===== src/rtl/alu_ctrl_pkg.sv =====
// Shared encodings for the ALU control sequencer: ALU codes, alu_op classes,
// funct7 patterns and the controller state type.
package alu_ctrl_pkg;

    localparam logic [3:0] ALU_ADD   = 4'b0000;
    localparam logic [3:0] ALU_SUB   = 4'b0001;
    localparam logic [3:0] ALU_AND   = 4'b0010;
    localparam logic [3:0] ALU_OR    = 4'b0011;
    localparam logic [3:0] ALU_XOR   = 4'b0100;
    localparam logic [3:0] ALU_SLL   = 4'b0101;
    localparam logic [3:0] ALU_SRL   = 4'b0110;
    localparam logic [3:0] ALU_SRA   = 4'b0111;
    localparam logic [3:0] ALU_SLT   = 4'b1000;
    localparam logic [3:0] ALU_SLTU  = 4'b1001;
    localparam logic [3:0] ALU_PASSB = 4'b1010;
    localparam logic [3:0] ALU_MD    = 4'b1100;
    localparam logic [3:0] ALU_INV   = 4'b1111;

    localparam logic [1:0] AOP_MEM   = 2'b00;
    localparam logic [1:0] AOP_BR    = 2'b01;
    localparam logic [1:0] AOP_ARITH = 2'b10;
    localparam logic [1:0] AOP_LUI   = 2'b11;

    localparam logic [6:0] F7_BASE   = 7'b0000000;
    localparam logic [6:0] F7_ALT    = 7'b0100000;
    localparam logic [6:0] F7_MULDIV = 7'b0000001;

    typedef enum logic [1:0] {
        ST_IDLE = 2'd0,
        ST_CALC = 2'd1,
        ST_DONE = 2'd2
    } state_t;

    typedef struct packed {
        logic [3:0] ctrl;
        logic       md;
        logic       illegal;
    } dec_t;

endpackage


===== src/rtl/alu_ctrl_seq_muldiv.sv =====
// Iterative RV32M unit: XLEN-step shift-add multiply and restoring divide
// on operand magnitudes, with sign correction folded into the final step.
module muldiv_iter
    import alu_ctrl_pkg::*;
#(
    parameter int XLEN = 32
) (
    input  logic            clk,
    input  logic            rst,
    input  logic            start,
    input  logic [2:0]      op,
    input  logic [XLEN-1:0] a,
    input  logic [XLEN-1:0] b,
    output logic            done,
    output logic [XLEN-1:0] result
);
    localparam int CW = $clog2(XLEN) + 1;

    logic [2*XLEN-1:0] acc;
    logic [2*XLEN-1:0] acc_step;
    logic [XLEN-1:0]   mcand;
    logic [CW-1:0]     cnt;
    logic              busy;
    logic              neg;
    logic              is_div;
    logic              sel_hi;

    logic              a_signed, b_signed, sa, sb;
    logic [XLEN-1:0]   mag_a, mag_b;
    logic [XLEN:0]     mul_sum, div_shift, div_diff;
    logic [2*XLEN-1:0] prod_fix;
    logic [XLEN-1:0]   div_pick;
    logic [XLEN-1:0]   res_nx;

    // funct3: 000 MUL, 001 MULH, 010 MULHSU, 011 MULHU, 1x0 signed div/rem
    always_comb begin
        a_signed = op[2] ? ~op[0] : (op[1:0] == 2'b01 || op[1:0] == 2'b10);
        b_signed = op[2] ? ~op[0] : (op[1:0] == 2'b01);
        sa       = a_signed & a[XLEN-1];
        sb       = b_signed & b[XLEN-1];
        mag_a    = sa ? -a : a;
        mag_b    = sb ? -b : b;
    end

    always_comb begin
        mul_sum   = {1'b0, acc[2*XLEN-1:XLEN]} + (acc[0] ? {1'b0, mcand} : '0);
        div_shift = {acc[2*XLEN-1:XLEN], acc[XLEN-1]};
        div_diff  = div_shift - {1'b0, mcand};
        if (!is_div)
            acc_step = {mul_sum, acc[XLEN-1:1]};
        else if (!div_diff[XLEN])
            acc_step = {div_diff[XLEN-1:0], acc[XLEN-2:0], 1'b1};
        else
            acc_step = {div_shift[XLEN-1:0], acc[XLEN-2:0], 1'b0};

        prod_fix = neg ? -acc_step : acc_step;
        div_pick = sel_hi ? acc_step[2*XLEN-1:XLEN] : acc_step[XLEN-1:0];
        if (is_div)
            res_nx = neg ? -div_pick : div_pick;
        else
            res_nx = sel_hi ? prod_fix[2*XLEN-1:XLEN] : prod_fix[XLEN-1:0];
    end

    // done flags the final iteration so the result register and the
    // controller's DONE transition land on the same edge
    assign done = busy && (cnt == CW'(1));

    always_ff @(posedge clk) begin
        if (rst) begin
            acc    <= '0;
            mcand  <= '0;
            cnt    <= '0;
            busy   <= 1'b0;
            neg    <= 1'b0;
            is_div <= 1'b0;
            sel_hi <= 1'b0;
            result <= '0;
        end else if (start) begin
            cnt    <= CW'(XLEN);
            busy   <= 1'b1;
            is_div <= op[2];
            if (op[2]) begin
                acc    <= {{XLEN{1'b0}}, mag_a};
                mcand  <= mag_b;
                sel_hi <= op[1];
                // quotient of x/0 stays all ones; remainder follows the dividend
                neg    <= op[1] ? sa : ((sa ^ sb) && (b != '0));
            end else begin
                acc    <= {{XLEN{1'b0}}, mag_b};
                mcand  <= mag_a;
                sel_hi <= (op[1:0] != 2'b00);
                neg    <= sa ^ sb;
            end
        end else if (busy) begin
            acc <= acc_step;
            cnt <= cnt - CW'(1);
            if (done) begin
                busy   <= 1'b0;
                result <= res_nx;
            end
        end
    end

endmodule


===== src/rtl/alu_ctrl_seq.sv =====
// ALU control decoder with valid/ready handshake; RV32M ops are executed on
// the iterative muldiv unit while the core stalls.
//   state | meaning
//   IDLE  | ready for a request, decode on accept
//   CALC  | muldiv iterating, in_ready low
//   DONE  | outputs valid, held until out_ready
module alu_ctrl_seq
    import alu_ctrl_pkg::*;
#(
    parameter int XLEN     = 32,
    parameter bit ENABLE_M = 1'b1
) (
    input  logic            clk,
    input  logic            rst,
    input  logic            in_valid,
    output logic            in_ready,
    input  logic [1:0]      alu_op,
    input  logic [2:0]      funct3,
    input  logic [6:0]      funct7,
    input  logic            is_imm,
    input  logic [XLEN-1:0] op_a,
    input  logic [XLEN-1:0] op_b,
    output logic            out_valid,
    input  logic            out_ready,
    output logic [3:0]      alu_ctrl,
    output logic            md_sel,
    output logic [XLEN-1:0] md_result,
    output logic            illegal
);

    function automatic dec_t decode(input logic [1:0] aop, input logic [2:0] f3,
                                    input logic [6:0] f7, input logic imm);
        logic [3:0] c;
        logic       md;
        c  = ALU_INV;
        md = 1'b0;
        case (aop)
            AOP_MEM: c = ALU_ADD;
            AOP_LUI: c = ALU_PASSB;
            AOP_BR: begin
                case (f3)
                    3'b000, 3'b001: c = ALU_SUB;
                    3'b100, 3'b101: c = ALU_SLT;
                    3'b110, 3'b111: c = ALU_SLTU;
                    default:        c = ALU_INV;
                endcase
            end
            AOP_ARITH: begin
                if (!imm && f7 == F7_MULDIV) begin
                    if (ENABLE_M) begin
                        c  = ALU_MD;
                        md = 1'b1;
                    end
                end else if (!imm && f7 != F7_BASE && f7 != F7_ALT) begin
                    c = ALU_INV;
                end else if (!imm && f7 == F7_ALT && f3 != 3'b000 && f3 != 3'b101) begin
                    c = ALU_INV;
                end else if (imm && (f3 == 3'b001 || f3 == 3'b101)
                             && f7 != F7_BASE && f7 != F7_ALT) begin
                    c = ALU_INV;
                end else begin
                    case (f3)
                        3'b000:  c = (!imm && f7 == F7_ALT) ? ALU_SUB : ALU_ADD;
                        3'b001:  c = ALU_SLL;
                        3'b010:  c = ALU_SLT;
                        3'b011:  c = ALU_SLTU;
                        3'b100:  c = ALU_XOR;
                        3'b101:  c = f7[5] ? ALU_SRA : ALU_SRL;
                        3'b110:  c = ALU_OR;
                        default: c = ALU_AND;
                    endcase
                end
            end
            default: c = ALU_INV;
        endcase
        return '{ctrl: c, md: md, illegal: (c == ALU_INV)};
    endfunction

    state_t state, state_nx;
    dec_t   dec;
    logic   md_start;
    logic   md_done;

    assign dec       = decode(alu_op, funct3, funct7, is_imm);
    assign in_ready  = (state == ST_IDLE);
    assign out_valid = (state == ST_DONE);

    always_ff @(posedge clk) begin
        if (rst) state <= ST_IDLE;
        else     state <= state_nx;
    end

    always_comb begin
        state_nx = state;
        md_start = 1'b0;
        case (state)
            ST_IDLE: begin
                if (in_valid) begin
                    if (dec.md) begin
                        state_nx = ST_CALC;
                        md_start = 1'b1;
                    end else begin
                        state_nx = ST_DONE;
                    end
                end
            end
            ST_CALC: if (md_done)   state_nx = ST_DONE;
            ST_DONE: if (out_ready) state_nx = ST_IDLE;
            default: state_nx = ST_IDLE;
        endcase
    end

    always_ff @(posedge clk) begin
        if (rst) begin
            alu_ctrl <= ALU_ADD;
            md_sel   <= 1'b0;
            illegal  <= 1'b0;
        end else if (state == ST_IDLE && in_valid) begin
            alu_ctrl <= dec.ctrl;
            md_sel   <= dec.md;
            illegal  <= dec.illegal;
        end
    end

    generate
        if (ENABLE_M) begin : g_md
            muldiv_iter #(.XLEN(XLEN)) u_muldiv (
                .clk    (clk),
                .rst    (rst),
                .start  (md_start),
                .op     (funct3),
                .a      (op_a),
                .b      (op_b),
                .done   (md_done),
                .result (md_result)
            );
        end else begin : g_no_md
            assign md_done   = 1'b0;
            assign md_result = '0;
        end
    endgenerate

endmodule


===== config.mk =====
export PLATFORM = sky130hd
export DESIGN_NAME = alu_ctrl_seq
export DESIGN_NICKNAME = d
export VERILOG_FILES = /design/src/rtl/alu_ctrl_pkg.sv /design/src/rtl/alu_ctrl_seq_muldiv.sv /design/src/rtl/alu_ctrl_seq.sv
export SDC_FILE = /design/constraint.sdc
export NUM_CORES = 1
export LEC_CHECK = 0
export CORE_MARGIN = 2
export CORE_UTILIZATION = 45
export CTS_CLUSTER_SIZE = 14
export DETAILED_ROUTE_END_ITERATION = 10
export PLACE_DENSITY = 0.73
export SETUP_SLACK_MARGIN = 0.2
export SYNTH_ARGS = -nofsm -noshare
export SYNTH_HDL_FRONTEND = slang
export SYNTH_SLANG_ARGS = --single-unit

===== constraint.sdc =====
create_clock -name clk -period 7.8 [get_ports clk]
set_clock_uncertainty 0.1 [all_clocks]
set_input_delay 1.56 -clock clk [delete_from_list [all_inputs] [get_ports clk]]
set_output_delay 1.56 -clock clk [all_outputs]
set_load 0.05 [all_outputs]

==> flow_metrics.py <==
metrics = {
    "clock_network": {
        "numCtsBuffers": 17,
        "cts_hold_buffers": 0,
        "cts.path.max_buffers": 2,
        "root_buffer": "clkbuf_16",
        "cts_tree": "yes",
        "clock-sinks": 146,
        "cts_max_level": 4,
        "clkTransAtPathRegs_ps": 70,
        "cts_setup_buffers": 0,
        "clock_latency_ps": 450,
        "cts_resized": 0,
    },
    "global_route": {
        "grt_util_met3": 0.06616,
        "busiest_layer": "met2",
        "grt_pass1_wl_um": 110200,
        "track_usage": 0.3636,
        "antenna_found_initial": 4,
        "grtUsageMet2": 0.5649,
        "grt_overflow": 0,
        "grt_max_degree": 122,
        "met1_usage": 0.4759,
        "grt_pass1_vias": 18170,
    },
    "floorplanning": {
        "std_cell_rows": 71,
        "die_x_um": 199.5,
        "io_pins": 121,
        "die_area_mm2": 0.03979,
        "die_y_um": 199.5,
        "core_mm2": 0.03767,
        "start_util": 0.4566,
    },
    "logic_synthesis": {
        "synth_nets": 2669,
        "syn_area_mm2": 0.01720,
        "synthArstFlopShare": 0,
        "synth_top_area_frac": 0.1700,
        "synth_seq_area_share": 0.1700,
        "yosysUniqueCellTypes": 95,
        "synth_flop_cell": "dfxtp_1",
        "yosys_warnings": 0,
        "synth-edff-count": 0,
        "synth_top_area_cell": "dfxtp_1",
        "synth_area_leaders": "dfxtp_1 17%, a21oi_1 7.2%, nand2_1 7.0%",
        "avgSynthCellArea_um2": 6.848,
        "syn_inst": 2511,
        "ys_ff_latch": 146,
    },
    "setup_path": {
        "timing.rr.end": "g_md.u_muldiv.result[18]",
        "crit_path_start_kind": "register",
        "crit_fanout": 9,
        "path_class": "reg2reg",
        "r2r-start": "g_md.u_muldiv.acc[31]",
        "r2r_setup_slack_ps": 1050,
        "endpoint_kind": "register",
        "reg2reg_depth": 22,
        "cp.required_ps": 8030,
        "crit_arrival_ps": 6980,
    },
    "route": {
        "vias_per_cell": 6.484,
        "vias": 19740,
        "drt-initial-drc-count": 2170,
        "dr.pass1.iters": 5,
        "drc": 0,
        "avgRoutedWirePerCell_um": 23.92,
        "postRouteWirelength_um": 72820,
        "ant_nets": 0,
    },
    "power": {
        "p_total_uw": 1943,
        "ir_drop_v": 0.0001248,
        "power.density_mw_per_mm2": 100.6,
        "leakagePower_uw": 0.007526,
    },
    "finish": {
        "synthToLayoutAreaGrowth_pct": 12.27,
        "nNetsFinal": 2678,
        "drive_above_1_share": 0.06159,
        "final_cells": 3044,
        "n_antenna_cell": 0,
    },
    "hold_path": {
        "whs_path_depth": 2,
        "hold_start": "alu_ctrl[3]",
        "hold_path_end": "alu_ctrl[3]",
        "hold_class": "reg2reg",
    },
    "placed_design": {
        "gp_congestion": 1.034,
        "dp.cells": 3012,
        "io_buffers": 120,
        "detailed_place_hpwl_um": 56970,
    },
    "run": {
        "max-cap-violations": 0,
    },
    "sta": {
        "finalHoldViolations": 0,
        "fin_crit_ps": 6751,
        "drv_slew": 0,
        "setup_tns_ps": 0,
        "rsz0062_at_grt": "false",
        "slew_headroom": 0.1446,
        "finalSetupViolCount": 0,
        "worst_slew_pin_slew_ps": 1283,
        "fmax_mhz": 148.1,
        "post-route-period-util": 0.8655,
    },
    "outcome": {
        "status": "finished clean",
    },
}
[layout by cell type (no fill, tap or decap), types with 10 or more instances in the layout]
| cell | Yosys | final |
|---|---|---|
| a211o_1 | 14 | 14 |
| a211oi_1 | 53 | 52 |
| a21o_1 | 36 | 36 |
| a21oi_1 | 247 | 247 |
| a221o_1 | 10 | 10 |
| a31oi_1 | 31 | 31 |
| and2_1 | 48 | 48 |
| and3_1 | 23 | 22 |
| buf_4 | 2 | 37 |
| clkbuf_16 | 0 | 17 |
| clkdlybuf4s50_1 | 0 | 118 |
| dfxtp_1 | 146 | 142 |
| ha_1 | 75 | 75 |
| inv_1 | 72 | 71 |
| mux2_2 | 16 | 16 |
| mux2i_1 | 85 | 85 |
| nand2_1 | 321 | 321 |
| nand2b_1 | 13 | 13 |
| nand3_1 | 69 | 68 |
| nand4_1 | 24 | 24 |
| nor2_1 | 280 | 280 |
| nor2b_1 | 21 | 21 |
| nor3_1 | 89 | 89 |
| nor4_1 | 26 | 26 |
| o211ai_1 | 74 | 74 |
| o21a_1 | 19 | 19 |
| o21ai_0 | 124 | 124 |
| o31ai_1 | 35 | 35 |
| o41ai_1 | 11 | 11 |
| or2_2 | 17 | 17 |
| or3_1 | 20 | 20 |
| or4_1 | 10 | 10 |
| xnor2_1 | 90 | 90 |
| xor2_1 | 55 | 55 |
[worst max-delay path, cell delays in order, from the launching register on]
cell and delay (ps):
dfxtp_1 510, inv_1 130, ha_1 240, fa_1 390, nand2b_1 190, a21oi_1 220, o21ai_2 200, a2111oi_4 530
a2111oi_4 110, a21oi_1 370, ha_1 480, and3_1 270, nand3_1 180, or4_1 530, nor2_1 230, o311a_1 330
nand4bb_1 120, buf_4 180, or4_1 480, o31ai_1 280, xor2_1 170, a21oi_1 90, a211o_1 290
[kinds of logic after synthesis]
logic type / after synthesis / share of synthesized area
AOI/OAI and AO/OA: 790 / 0.3054
xor gates and xnor gates: 145 / 0.07385
adders and majority gates: 77 / 0.05690
buffers and inverters: 241 / 0.05602
DFF: 146 / 0.1700
muxes: 101 / 0.05995
and+or+nand+nor: 1011 / 0.2779
[through the flow]
stage	hold slack, ps	utilization	setup WS [ps]	area, um^2
global route	376.4	0.5126	607.7	19310
detailed placement	346.9	0.4955	1155	18670
finish	357.8	0.5126	1049	19310
global placement	345.3	0.4955	1302	18670
floorplan	340.3	-	1979	17200
CTS	361.2	0.5126	1129	19310
[worst max path at each step]
stage | startpoint | to | slack [ps] | depth (start not counted)
after floorplan | g_md.u_muldiv.acc[31] | g_md.u_muldiv.result[18] | 1980 | 23
after global placement | g_md.u_muldiv.acc[31] | g_md.u_muldiv.result[18] | 1300 | 22
after detailed placement | g_md.u_muldiv.acc[31] | g_md.u_muldiv.result[18] | 1150 | 22
after CTS | g_md.u_muldiv.acc[31] | g_md.u_muldiv.result[18] | 1130 | 22
after global routing | g_md.u_muldiv.acc[31] | g_md.u_muldiv.result[18] | 610 | 22
final | g_md.u_muldiv.acc[31] | g_md.u_muldiv.result[18] | 1050 | 22
[flip-flops by register name, summed over array words and instances, names as in the netlist, 2 cells and up]
register and count:
alu_ctrl 4, g_md.u_muldiv.acc 64, g_md.u_muldiv.cnt 6, g_md.u_muldiv.mcand 32
g_md.u_muldiv.result 32, state 2
[routing by layer]
layer  wire (um)  part of all wire
met5          49           0.00067
met4        4260             0.059
met3        6036             0.083
met2       31670              0.43
met1       30800              0.42
[final cells by class]
| class | instances | area (um^2) |
|---|---|---|
| clock inverter | 15 | 216.5 |
| fill | 3852 | 18360 |
| sequential | 146 | 2935 |
| timing repair buffer | 157 | 1484 |
| clock buffer | 17 | 425.4 |
| multi-input combinational | 2124 | 13330 |
| tap | 511 | 639.4 |
| inverter | 74 | 277.8 |
[where the power goes]
group	switching [uW]	total, uW	internal (uW)
Sequential	2.06	748	746
Combinational	150	249	98.9
Clock	422	946	524
Total	574	1940	1370
[synth_stat cells (8+ instances only)]
cell type,number
and3_1,23
or2_2,17
o21a_1,19
nand3_1,69
a211oi_1,53
buf_2,28
o211ai_1,74
xor2_1,55
nand2_1,321
a21o_1,36
dfxtp_1,146
and2_1,48
o21ai_1,8
mux2_2,16
nor4_1,26
nor2b_1,21
or3_1,20
nand4_1,24
a211o_1,14
clkbuf_1,113
a2111oi_0,8
o31ai_1,35
inv_1,72
or4_1,10
nor3_1,89
a221o_1,10
a221oi_1,8
nand2b_1,13
xnor2_1,90
ha_1,75
o41ai_1,11
buf_1,21
o21ai_0,124
a31oi_1,31
mux2i_1,85
a21oi_1,247
nor3b_1,8
nor2_1,280
a21boi_0,8
Power figures use the tool's default switching activity.
